$ cat config.mk
export PLATFORM = sky130hd
export DESIGN_NAME = vdp_super_vram_arbiter
export DESIGN_NICKNAME = d
export VERILOG_FILES = /design/src/rtl/vdp_super_vram_arbiter.sv
export SDC_FILE = /design/constraint.sdc
export NUM_CORES = 1
export LEC_CHECK = 0
export ABC_AREA = 1
export CAP_MARGIN = 20
export CORE_MARGIN = 2
export CORE_UTILIZATION = 42
export DETAILED_ROUTE_END_ITERATION = 8
export PLACE_DENSITY = 0.88
export SETUP_SLACK_MARGIN = 0.3
export SLEW_MARGIN = 15
export SYNTH_ARGS = -nofsm -noshare
export SYNTH_HDL_FRONTEND = slang
export SYNTH_SLANG_ARGS = --single-unit
$ cat constraint.sdc
create_clock -name clk -period 4.6 [get_ports clk]
set_clock_uncertainty 0.15 [all_clocks]
set_input_delay 1.38 -clock clk [delete_from_list [all_inputs] [get_ports clk]]
set_output_delay 1.38 -clock clk [all_outputs]
set_load 0.1 [all_outputs]
$ cat src/rtl/vdp_super_vram_arbiter.sv
// Slot-based arbiter sharing one 32-bit VRAM port between refresh, super-res display fetch,
// CPU and command engine; read data is routed back through an owner-tag latency pipeline.
module vdp_super_vram_arbiter #(
    parameter int unsigned READ_LATENCY = 4,
    parameter int unsigned REFRESH_CX   = 723
) (
    input  logic        clk,
    input  logic        reset_n,
    input  logic        vdp_super,
    input  logic [10:0] cx,
    input  logic        super_res_drawing,
    input  logic [16:0] disp_addr,
    input  logic        cpu_req,
    input  logic        cpu_we,
    input  logic [16:0] cpu_addr,
    input  logic [31:0] cpu_wdata,
    input  logic [3:0]  cpu_be,
    output logic        cpu_ack,
    output logic        cpu_rd_valid,
    output logic [31:0] cpu_rdata,
    input  logic        cmd_req,
    input  logic        cmd_we,
    input  logic [16:0] cmd_addr,
    input  logic [31:0] cmd_wdata,
    input  logic [3:0]  cmd_be,
    output logic        cmd_ack,
    output logic        cmd_rd_valid,
    output logic [31:0] cmd_rdata,
    output logic        disp_ack,
    output logic        mem_req,
    output logic        mem_we,
    output logic        mem_refresh,
    output logic [16:0] mem_addr,
    output logic [31:0] mem_wdata,
    output logic [3:0]  mem_be,
    input  logic [31:0] mem_rdata
);

    typedef enum logic [1:0] {TagNone, TagCpu, TagCmd} tag_t;

    // Only the slot index matters: a misaligned REFRESH_CX fires at its slot start.
    localparam logic [8:0] RefreshSlot = 9'(REFRESH_CX >> 2);

    logic        slot_start;
    logic        refresh_win, disp_win, cpu_win, cmd_win;
    logic        last_cmd_q, last_cmd_d;
    tag_t        new_tag, ret_tag;
    tag_t        tag_q [READ_LATENCY];

    logic [16:0] mem_addr_d;
    logic [31:0] mem_wdata_d;
    logic [3:0]  mem_be_d;
    logic        mem_we_d;

    assign slot_start = (cx[1:0] == 2'b00);
    assign ret_tag    = tag_q[READ_LATENCY-1];

    always_comb begin
        refresh_win = 1'b0;
        disp_win    = 1'b0;
        cpu_win     = 1'b0;
        cmd_win     = 1'b0;
        if (slot_start) begin
            if (cx[10:2] == RefreshSlot) begin
                refresh_win = 1'b1;
            end else if (vdp_super && super_res_drawing) begin
                disp_win = 1'b1;
            end else if (cpu_req && (!cmd_req || last_cmd_q)) begin
                cpu_win = 1'b1;
            end else if (cmd_req) begin
                cmd_win = 1'b1;
            end
        end
    end

    always_comb begin
        mem_addr_d  = mem_addr;
        mem_wdata_d = mem_wdata;
        mem_be_d    = mem_be;
        mem_we_d    = mem_we;
        last_cmd_d  = last_cmd_q;
        new_tag     = TagNone;
        if (refresh_win) begin
            mem_addr_d  = '0;
            mem_wdata_d = '0;
            mem_be_d    = '0;
            mem_we_d    = 1'b0;
        end else if (disp_win) begin
            mem_addr_d  = disp_addr;
            mem_wdata_d = '0;
            mem_be_d    = 4'hF;
            mem_we_d    = 1'b0;
        end else if (cpu_win) begin
            mem_addr_d  = cpu_addr;
            mem_wdata_d = cpu_wdata;
            mem_be_d    = cpu_be;
            mem_we_d    = cpu_we;
            last_cmd_d  = 1'b0;
            new_tag     = cpu_we ? TagNone : TagCpu;
        end else if (cmd_win) begin
            mem_addr_d  = cmd_addr;
            mem_wdata_d = cmd_wdata;
            mem_be_d    = cmd_be;
            mem_we_d    = cmd_we;
            last_cmd_d  = 1'b1;
            new_tag     = cmd_we ? TagNone : TagCmd;
        end
    end

    always_ff @(posedge clk) begin
        if (!reset_n) begin
            // last_cmd_q=1 means the CPU wins the next tie.
            last_cmd_q   <= 1'b1;
            cpu_ack      <= 1'b0;
            cmd_ack      <= 1'b0;
            disp_ack     <= 1'b0;
            mem_req      <= 1'b0;
            mem_refresh  <= 1'b0;
            mem_we       <= 1'b0;
            mem_addr     <= '0;
            mem_wdata    <= '0;
            mem_be       <= '0;
            cpu_rd_valid <= 1'b0;
            cmd_rd_valid <= 1'b0;
            cpu_rdata    <= '0;
            cmd_rdata    <= '0;
            for (int i = 0; i < int'(READ_LATENCY); i++) begin
                tag_q[i] <= TagNone;
            end
        end else begin
            last_cmd_q  <= last_cmd_d;
            cpu_ack     <= cpu_win;
            cmd_ack     <= cmd_win;
            disp_ack    <= disp_win;
            mem_req     <= disp_win | cpu_win | cmd_win;
            mem_refresh <= refresh_win;
            mem_we      <= mem_we_d;
            mem_addr    <= mem_addr_d;
            mem_wdata   <= mem_wdata_d;
            mem_be      <= mem_be_d;
            tag_q[0]    <= new_tag;
            for (int i = 1; i < int'(READ_LATENCY); i++) begin
                tag_q[i] <= tag_q[i-1];
            end
            cpu_rd_valid <= (ret_tag == TagCpu);
            cmd_rd_valid <= (ret_tag == TagCmd);
            if (ret_tag == TagCpu) cpu_rdata <= mem_rdata;
            if (ret_tag == TagCmd) cmd_rdata <= mem_rdata;
        end
    end

endmodule

==> summary.md, run 1 <==
| Metric | Value |
|---|---|
| Yosys warning count | 0 |
| Via-per-instance ratio | 4.87 |
| Critical path required time | 4770 ps |
| Synth cell count leaders | nand2_1, nor2_1, dfxtp_1, o21ai_0, nand3_1 |
| Sequential power share | 38.2% |
| # Post-CTS Setup Buffers | 0 |
| Ant diodes | 0 |
| Setup Viol. Count Final | 0 |
| Hold WC Path Type | reg2reg |
| Die H | 119 um |
| RSZ-0062 raised after global routing | no |
| CP peak stage delay | 540 ps |
| Reg-to-reg setup timing slack | 2110 ps |
| Sw Pwr | 828 uW |
| Antenna Nets Post-Route | 0 |
| Fin nets | 1,270 |
| CTS tree | done |
| Antenna violations before repair | 0 |
| Syn Inst Count | 817 |
| Drt first pass iters | 6 |
| Layout area overhead | 65.8% |
| CP max-delay cell | inv_2 |
| Number of global-route vias before repair | 5,852 |
| Largest net degree at the start of global routing | 72 |
| Clock root cell | clkbuf_16 |
| Int Pwr | 2320 uW |
| Cell repeated most along the worst path | nand2_1 |
| MaxCap Viol Count | 0 |
| Fin. Hold Viols | 0 |
| Initial DRC Count | 452 |
| Syn avg cell area | 6.84 sq um |
| Hold_ws | 260 ps |
| Setup tns final | 0 ps |
| Worst Setup Start Kind | input port |
| Place WS | 527 ps |
| DP HPWL | 12,700 um |
| Routed WL | 17,900 um |
| Synth area leaders | dfxtp_1, nand2_1, nor2_1 |
| Total power | 3140 uW |
| IO Count | 299 |
| Hold-fix buffers, CTS | 0 |
| Slew HR | 29.4% |
| Gr ovfl total | 0 |
| Worst skew pair latency | 400 ps |
| TritonCTS Buffers | 17 |
| Number of synthesized flops with an enable pin | 0 |
| Starting density of the core | 42.5% |
| Switch share | 26.3% |
| Register Area | 2680 sq um |
| Post-layout minimum cycle time | 3650 ps |
| Max-slew violations | 0 |
| CP bufs+invs | 3 |
| Remaining DRCs | 0 |
| Asr flop ratio synth | 0% |
| Critical path arrival | 3820 ps |
| CP endpoint kind | register |
| First-pass GRT wire length | 28,200 um |
| Post-synth top area cell | dfxtp_1 |
| Gpl congestion | 0.874 |
| Worst Tran Pin Value | 1060 ps |
| Status | completed |
| Crit path max fanout | 35 |
| Top delay family on crit path | buffers and inverters |
| Peak Freq | 274 MHz |
| Clock power share | 44.8% |
| Yosys cell types | 25 |
| H-Tree Level Count | 4 |
| Maximum vdd drop | 0.235 mV |
| Via count | 6,254 |
| Layout cells sized above 1 | 5.32% |
| PwrDens | 339 nW/um^2 |
| Cell Area, Synth | 5590 sq um |
| Fillers | 1,043 |
| CTS sink count | 134 |
| Combinational fraction of design power | 17.1% |
| Kind of critical path | in2reg |
| Most used DFF post-synth | dfxtp_1 |
| DP Area | 8610 sq um |
| #FFs+latches synth | 134 |
| Multi-input logic area | 2510 sq um |
| Cell Rows | 42 |
| Total track usage | 24.9% |
| Count of buffers from port buffering | 298 |
| Drt wl/cell | 13.9 um |
| Count leader, synth | nand2_1 |
| Clock transition at path regs | 60 ps |
| Seq/Total Area, Yosys | 48.0% |
| Critical path, cell by cell | clkdlybuf4s50_1 -> nand2_1 -> nor2_1 -> nand3_2 -> buf_4 -> nand2_4 -> nand2_2 -> inv_2 -> nand2_1 -> a21oi_1 |
| Clock Path Buffers | 2 |
| Leakage power | 0.00398 uW |
| Top cell type's share of synthesized area | 48.0% |
| Core region area | 13,100 sq um |
| Die Span X | 119 um |
| Worst Setup Slack, final | 952 ps |
| Final worst-path cycle share | 79.3% |
| Post-CTS sizing | 0 |
| Total die area | 14,200 sq um |
| Syn_nets | 991 |
| Post-route cell area | 9270 sq um |
## power by group through the flow
stage | clock network [uW] | logic [uW] | registers (uW)
3_3_place_gp | 0 | 531 | 1220
2_1_floorplan | 0 | 127 | 1400
5_1_grt | 1490 | 570 | 1200
6_report | 1410 | 536 | 1200
3_5_place_dp | 0 | 535 | 1220
4_1_cts | 1430 | 537 | 1200
## worst min-delay path: stages, from the launching register on
cell	delay, ps
dfxtp_1	300
nand2_1	40
inv_1	40
## kinds of logic after synthesis
| logic type | Yosys count | synth area share [%] |
|---|---|---|
| simple gates | 492 | 35.5 |
| flops | 134 | 48.0 |
| compound gates | 103 | 9.45 |
| buf+inv | 88 | 7.07 |
## final timing paths
check,from,to,cells past startpoint
min reg2reg,tag_q[0][2]$_SDFF_PN0_,tag_q[0][4]$_SDFF_PN0_,2
max reg2reg,last_cmd_q$_SDFFE_PN1P_,mem_wdata[18]$_SDFFE_PP0P_,9
min,tag_q[0][2]$_SDFF_PN0_,tag_q[0][4]$_SDFF_PN0_,2
max,cx[6],mem_wdata[18]$_SDFFE_PP0P_,10
## routing by layer
metal  GRT usage [%]  up-vias  wire [um]
li1                -     3113          -
met1            27.4     2782       6820
met4            12.3        0        668
met3            7.18       44       1530
met2            43.8      315       8890
met5               0        -          0
## registers in the layout, indices dropped and copies added (netlist names)
signal / cells
disp_ack: 1
cmd_ack: 1
mem_be: 4
cmd_rd_valid: 1
mem_wdata: 32
cmd_rdata: 32
tag_q: 8
cpu_ack: 1
mem_we: 1
mem_refresh: 1
cpu_rd_valid: 1
mem_req: 1
last_cmd_q: 1
mem_addr: 17
cpu_rdata: 32
## through the flow
step / instances / utilization [%]
2_1_floorplan: 817 / -
3_3_place_gp: 1251 / 65.5
3_5_place_dp: 1251 / 65.5
4_1_cts: 1282 / 70.2
5_1_grt: 1284 / 70.6
6_report: 1284 / 70.6
## final cells by class
class                   count  area share [%]
repair buffers            309            33.3
flip-flops and latches    134            28.9
multi-input cells         595            27.1
clock buffers              18            4.74
well taps                 176            2.38
clock inverters            13            1.94
inverters                  39            1.59
## placed cells by master, fill, tap and decap left out, types with 2 or more instances in the layout
master	n
clkinvlp_4	3
clkdlybuf4s50_1	297
nor2_2	3
clkbuf_16	18
nor3_1	3
o21ai_0	66
nand3_1	56
inv_1	33
nand2_1	276
buf_4	9
dfxtp_1	134
a21oi_1	34
nand2_2	2
inv_2	3
bufinv_16	4
clkinv_2	5
nor2_1	145
clkinv_1	2
nand3_2	3
(Power assumes the default switching activity.)
==> run 2, diff against run 1 <==
CORE_UTILIZATION = 36   (was 42)
PLACE_DENSITY = 0.81   (was 0.88)
clock period = 3.3 ns   (was 4.6 ns; I/O delays follow)
==> run 2 against run 1 <==
Compared with the run above: worst setup slack worse by 320 ps; combinational power is 40% higher; first-iteration DRC count is 37% lower; critical path type unchanged; largest power group unchanged.
==> summary.md, run 2 (synthesized netlist as in run 1, its figures left out) <==
| Metric | Value |
|---|---|
| Status | completed (unchanged) |
| Setup tns final | 0 ps (unchanged) |
| Routed metal-1 wire length | 7480 um (was 6820 um) |
| First-pass GRT wire length | 28,000 um (was 28,200 um) |
| Leakage power | 0.00428 uW (was 0.00398 uW) |
| Layout area overhead | 62.0% (was 65.8%) |
| Switch share | 27.4% (was 26.3%) |
| Gr ovfl total | 0 (unchanged) |
| RR Startpoint | tag_q[0][7]$_SDFF_PN0_ (was last_cmd_q$_SDFFE_PN1P_) |
| Total power | 4340 uW (was 3140 uW) |
| Total die area | 16,500 sq um (was 14,200 sq um) |
| Dpl cells | 1,273 (was 1,251) |
| Total track usage | 21.4% (was 24.9%) |
| Core region area | 15,200 sq um (was 13,100 sq um) |
| H-Tree Level Count | 4 (unchanged) |
| Setup Viol. Count Final | 0 (unchanged) |
| Worst skew pair latency | 400 ps (about the same) |
| CTS sink count | 134 (unchanged) |
| Final worst-path cycle share | 80.9% |
| Initial DRC Count | 283 (was 452) |
| DR WL met3 | 1370 um (was 1530 um) |
| Drt wl/cell | 13.9 um (about the same) |
| Routed WL | 18,100 um (was 17,900 um) |
| Hold WC Path Type | reg2reg (unchanged) |
| Cell Rows | 45 (was 42) |
| Maximum vdd drop | 0.352 mV (was 0.235 mV) |
| # Post-CTS Setup Buffers | 0 (unchanged) |
| Worst Tran Pin Value | 907 ps (was 1060 ps) |
| Largest net degree at the start of global routing | 72 (unchanged) |
| Gpl congestion | 0.833 (was 0.874) |
| Crit path max fanout | 37 (was 35) |
| Sw Pwr | 1190 uW (was 828 uW) |
| Reg-to-reg setup timing slack | 1310 ps (was 2110 ps) |
| Critical path arrival | 2840 ps (was 3820 ps) |
| Via-per-instance ratio | 4.75 (was 4.87) |
| Worst Setup Start Kind | input port (unchanged) |
| DP HPWL | 13,100 um (was 12,700 um) |
| Post-CTS sizing | 0 (unchanged) |
| Kind of critical path | in2reg (unchanged) |
| Die H | 129 um (was 119 um) |
| Layout cells sized above 1 | 17.3% (was 5.32%) |
| Count of buffers from port buffering | 298 (unchanged) |
| Hold-fix buffers, CTS | 0 (unchanged) |
| Fin. Hold Viols | 0 (unchanged) |
| Largest regs | cmd_rdata (32), cpu_rdata (32), mem_wdata (32) (unchanged) |
| Hold wc startpoint | tag_q[0][0]$_SDFF_PP0_ (was tag_q[0][2]$_SDFF_PN0_) |
| Sequential power share | 38.6% (was 38.2%) |
| Clock power share | 44.2% (was 44.8%) |
| TritonCTS Buffers | 17 (unchanged) |
| Number of global-route vias before repair | 5,746 (was 5,852) |
| Most frequent cells in the layout | nand2_1, clkdlybuf4s50_1, nor2_1, buf_4, dfxtp_1 (was clkdlybuf4s50_1, nand2_1, nor2_1, dfxtp_1, o21ai_0) |
| Die Span X | 129 um (was 119 um) |
| Highest routed layer | met4 (unchanged) |
| Clock Path Buffers | 2 (unchanged) |
| Antenna Nets Post-Route | 0 (unchanged) |
| Drt first pass iters | 4 (was 6) |
| Combinational fraction of design power | 17.2% (was 17.1%) |
| Max-slew violations | 0 (unchanged) |
| Remaining DRCs | 0 (unchanged) |
| Critical path required time | 3470 ps (was 4770 ps) |
| Antenna violations before repair | 0 (unchanged) |
| R2R Path End | cmd_rdata[21]$_SDFFE_PN0P_ (was mem_wdata[18]$_SDFFE_PP0P_) |
| Final std cells w/o fill | 1,306 (was 1,284) |
| Peak Freq | 375 MHz |
| CTS tree | done (unchanged) |
| Hold endpoint | tag_q[0][2]$_SDFF_PN0_ (was tag_q[0][4]$_SDFF_PN0_) |
| Worst Setup SP | cx[6] (unchanged) |
| Via count | 6,199 (was 6,254) |
| IO Count | 299 (unchanged) |
| Ant diodes | 0 (unchanged) |
| Cell count of the worst reg-to-reg path | 7 (was 9) |
| Starting density of the core | 36.8% (was 42.5%) |
| Clock root cell | clkbuf_16 (unchanged) |
| Slew HR | 39.5% (was 29.4%) |
| MaxCap Viol Count | 0 (unchanged) |
| Most common cell after layout, fill and taps aside | nand2_1 (was clkdlybuf4s50_1) |
| PwrDens | 479 nW/um^2 (was 339 nW/um^2) |
| Hold-critical path depth | 2 (unchanged) |
| CP endpoint kind | register (unchanged) |
| Int Pwr | 3150 uW (was 2320 uW) |
| Met2 WL | 8620 um (was 8890 um) |
| Clock transition at path regs | 60 ps (about the same) |
| Fin nets | 1,279 (was 1,270) |
| RSZ-0062 raised after global routing | no (unchanged) |
| Post-layout minimum cycle time | 2670 ps |
[run 2: layout make-up]
| type | count | area, sq um |
|---|---|---|
| clock buffer | 18 | 429 |
| clock inverter | 14 | 175 |
| fill | 1406 | 6150 |
| inverter | 39 | 148 |
| multi-input combinational | 595 | 2510 |
| sequential | 134 | 2680 |
| tap | 188 | 235 |
| timing repair buffer | 318 | 2870 |
[run 2: layer usage]
metal	track usage, %	vias up
li1	-	3141
met1	24.3	2770
met2	37.1	243
met3	6.28	45
met4	9.85	0
met5	0	-
[run 2: worst max-delay path by stage]
stage / endpoint
final: last_cmd_q$_SDFFE_PN1P_
after global routing: mem_wdata[31]$_SDFFE_PP0P_
after CTS: last_cmd_q$_SDFFE_PN1P_
after detailed placement: last_cmd_q$_SDFFE_PN1P_
after global placement: last_cmd_q$_SDFFE_PN1P_
after floorplan: mem_addr[10]$_SDFFE_PP0P_
[run 2: through the flow]
stage                     utilization (%)  hold WS, ps  cell area, sq um  setup slack [ps]
after global routing                 59.6          267              9060               497
final                                59.6          258              9060               631
after floorplan                         -          240              5590              1020
after CTS                            59.5          258              9040               623
after detailed placement             55.5          246              8440               200
after global placement               55.5          243              8440               300
[run 2: power by group through the flow]
stage | combinational [uW] | clock (uW) | sequential (uW)
after floorplan | 178 | 0 | 1950
after global routing | 796 | 2020 | 1680
after global placement | 746 | 0 | 1710
after detailed placement | 749 | 0 | 1710
final | 748 | 1910 | 1670
after CTS | 751 | 1960 | 1670
[run 2: worst max-delay path, cell delays in order]
cell             delay [ps]
clkdlybuf4s50_1         480
nand2_1                  70
nor2_1                  130
nand3_2                 140
nand2_4                 150
clkinv_2                420
buf_4                   300
o211ai_1                150
==> run 3, diff against run 2 <==
clock period = 2.3 ns   (was 3.3 ns; I/O delays follow)
==> run 3 against run 2 <==
Compared with the run above: flip-flop and latch count did not move; critical endpoint is now mem_addr[12]$_SDFFE_PP0P_; largest cell class unchanged; power rose by 53%; die area did not move.
==> summary.md, run 3 (synthesized netlist as in run 1, its figures left out) <==
| Metric | Value |
|---|---|
| Status | completed (unchanged) |
| CP peak stage delay | 230 ps (was 480 ps) |
| Crit path max fanout | 4 (was 37) |
| Initial DRC Count | 247 (was 283) |
| Layout area overhead | 104% (was 62.0%) |
| PwrDens | 584 nW/um^2 (was 479 nW/um^2) |
| MaxCap Viol Count | 0 (unchanged) |
| Stages on worst setup path | 13 (was 8) |
| Via count | 6,651 (was 6,199) |
| Die H | 129 um (unchanged) |
| Remaining DRCs | 0 (unchanged) |
| IO Count | 299 (unchanged) |
| Leakage power | 0.00504 uW (was 0.00428 uW) |
| CP max-delay cell | dlygate4sd2_1 (was clkdlybuf4s50_1) |
| Slew HR | 74.5% (was 39.5%) |
| Die Span X | 129 um (unchanged) |
| Count of buffers from port buffering | 298 (unchanged) |
| Kind of critical path | in2reg (unchanged) |
| Sw Pwr | 1760 uW (was 1190 uW) |
| Routed WL | 21,600 um (was 18,100 um) |
| Via-per-instance ratio | 4.93 (was 4.75) |
| Fillers | 1,021 (was 1,406) |
| Gr ovfl total | 0 (unchanged) |
| Worst Tran Pin Value | 378 ps (was 907 ps) |
| Largest net degree at the start of global routing | 35 (was 72) |
| Critical path, cell by cell | dlygate4sd2_1 -> nand2_1 -> inv_2 -> nand3_4 -> buf_6 -> buf_6 -> o211ai_4 -> buf_6 -> clkbuf_16 -> nand3_1 -> nand3_1 -> nand2_1 -> inv_1 (was clkdlybuf4s50_1 -> nand2_1 -> nor2_1 -> nand3_2 -> nand2_4 -> clkinv_2 -> buf_4 -> o211ai_1) |
| Drt wl/cell | 16.0 um (was 13.9 um) |
| CTS tree | done (unchanged) |
| Int Pwr | 4890 uW (was 3150 uW) |
| Hold WC Path Type | reg2reg (unchanged) |
| First-pass GRT wire length | 32,100 um (was 28,000 um) |
| Clock transition at path regs | 60 ps (about the same) |
| TritonCTS Buffers | 17 (unchanged) |
| Setup Viol. Count Final | 0 (unchanged) |
| Antenna violations before repair | 0 (unchanged) |
| Total track usage | 24.9% (was 21.4%) |
| Fin nets | 1,322 (was 1,279) |
| Core region area | 15,200 sq um (unchanged) |
| Post-layout minimum cycle time | 1960 ps |
| Dpl cells | 1,289 (was 1,273) |
| Clock power share | 43.5% (was 44.2%) |
| CP endpoint kind | register (unchanged) |
| Most common cell after layout, fill and taps aside | nand2_1 (unchanged) |
| Critical path arrival | 2180 ps (was 2840 ps) |
| Layout cells sized above 1 | 23.4% (was 17.3%) |
| Total power | 6650 uW (was 4340 uW) |
| Cell Rows | 45 (unchanged) |
| Cell repeated most along the worst path | buf_6 |
| Combinational fraction of design power | 20.0% (was 17.2%) |
| Peak Freq | 510 MHz |
| Final std cells w/o fill | 1,348 (was 1,306) |
| Ant diodes | 0 (unchanged) |
| Sequential power share | 36.5% (was 38.6%) |
| Number of global-route vias before repair | 6,445 (was 5,746) |
| RSZ-0062 raised after global routing | no (unchanged) |
| Worst skew pair latency | 410 ps (was 400 ps) |
| DP HPWL | 14,500 um (was 13,100 um) |
| Antenna Nets Post-Route | 0 (unchanged) |
| Hold-critical path depth | 2 (unchanged) |
| Critical path required time | 2520 ps (was 3470 ps) |
| Top delay family on crit path | buffers and inverters (unchanged) |
| Clock root cell | clkbuf_16 (unchanged) |
| Most frequent cells in the layout | nand2_1, clkdlybuf4s50_1, nor2_1, dfxtp_1, buf_12 (was nand2_1, clkdlybuf4s50_1, nor2_1, buf_4, dfxtp_1) |
| Final worst-path cycle share | 85.2% |
| CTS sink count | 134 (unchanged) |
| Max-slew violations | 0 (unchanged) |
| Clock Path Buffers | 2 (unchanged) |
| Largest regs | cmd_rdata (32), cpu_rdata (32), mem_wdata (32) (unchanged) |
| H-Tree Level Count | 4 (unchanged) |
| CP bufs+invs | 7 (was 3) |
| Switch share | 26.4% (was 27.4%) |
| Hold-fix buffers, CTS | 0 (unchanged) |
| Gpl congestion | 0.824 (was 0.833) |
| Cell count of the worst reg-to-reg path | 12 (was 7) |
| Fin. Hold Viols | 0 (unchanged) |
| Maximum vdd drop | 0.545 mV (was 0.352 mV) |
| Total die area | 16,500 sq um (unchanged) |
| Starting density of the core | 36.8% (unchanged) |
| Drt first pass iters | 5 (was 4) |
| Worst Setup Start Kind | input port (unchanged) |
## run 3: changes by cell type in the layout (fill, tap and decap cells not counted), moves of 7 or more
cell             change
nand2_2             +16
buf_12             +128
buf_4              -103
clkdlybuf4s50_1     -15
dlygate4sd2_1        +8
buf_6                +8
buf_16               +7
nand2_1             -19
## run 3: final timing paths
path                           startpoint                        end  slack, ps
setup / recovery                    cx[9]  mem_addr[12]$_SDFFE_PP0P_        340
hold / removal     tag_q[0][5]$_SDFF_PN0_     tag_q[0][7]$_SDFF_PN0_        260
setup reg to reg  last_cmd_q$_SDFFE_PN1P_  mem_wdata[6]$_SDFFE_PP0P_        540
hold reg to reg    tag_q[0][5]$_SDFF_PN0_     tag_q[0][7]$_SDFF_PN0_        260
## run 3: what timing repair did
item,in CTS,in global routing
resized for setup,50,43
cloned,7,4
pin swaps,11,25
endpoints found under the setup margin,54,55
buffers inserted,11,6
hold endpoints to repair,0,0
## run 3: worst min-delay path, stage by stage (launching register included)
cell	delay, ps
dfxtp_1	300
nand2_1	40
inv_1	40
## run 3: power groups by stage
stage | Sequential, uW | Clock, uW | Combinational, uW
after floorplan | 2800 | 0 | 255
after global placement | 2470 | 0 | 1210
after detailed placement | 2480 | 0 | 1220
after CTS | 2430 | 2910 | 1290
after global routing | 2430 | 3000 | 1400
final | 2430 | 2890 | 1330
## run 3: cell type report
type	count	area, sq um	share of cell area, %
timing repair buffer	361	5000	43.9
sequential	134	2680	23.5
multi-input combinational	595	2680	23.5
clock buffer	23	478	4.19
tap	188	235	2.06
inverter	39	169	1.48
clock inverter	8	146	1.28
## run 3: routing by layer
layer	GRT usage, %	share of wire (%)	vias up
met1	25.9	36	3038
li1	-	-	3223
met5	0	0.028	-
met4	11.4	3.6	2
met3	8.27	8.8	59
met2	45.6	51	329
## run 3: metrics by stage
stage	worst slack [ps]	hold WS (ps)	setup TNS [ps]	instance area [sq um]	utilization [%]
4_1_cts	258	260	0	11200	73.5
2_1_floorplan	316	240	0	5590	-
6_report	339	261	0	11400	75.0
5_1_grt	271	285	0	11400	75.0
3_5_place_dp	-334	246	-15370	10100	66.2
3_3_place_gp	-243	243	-12040	10100	66.2
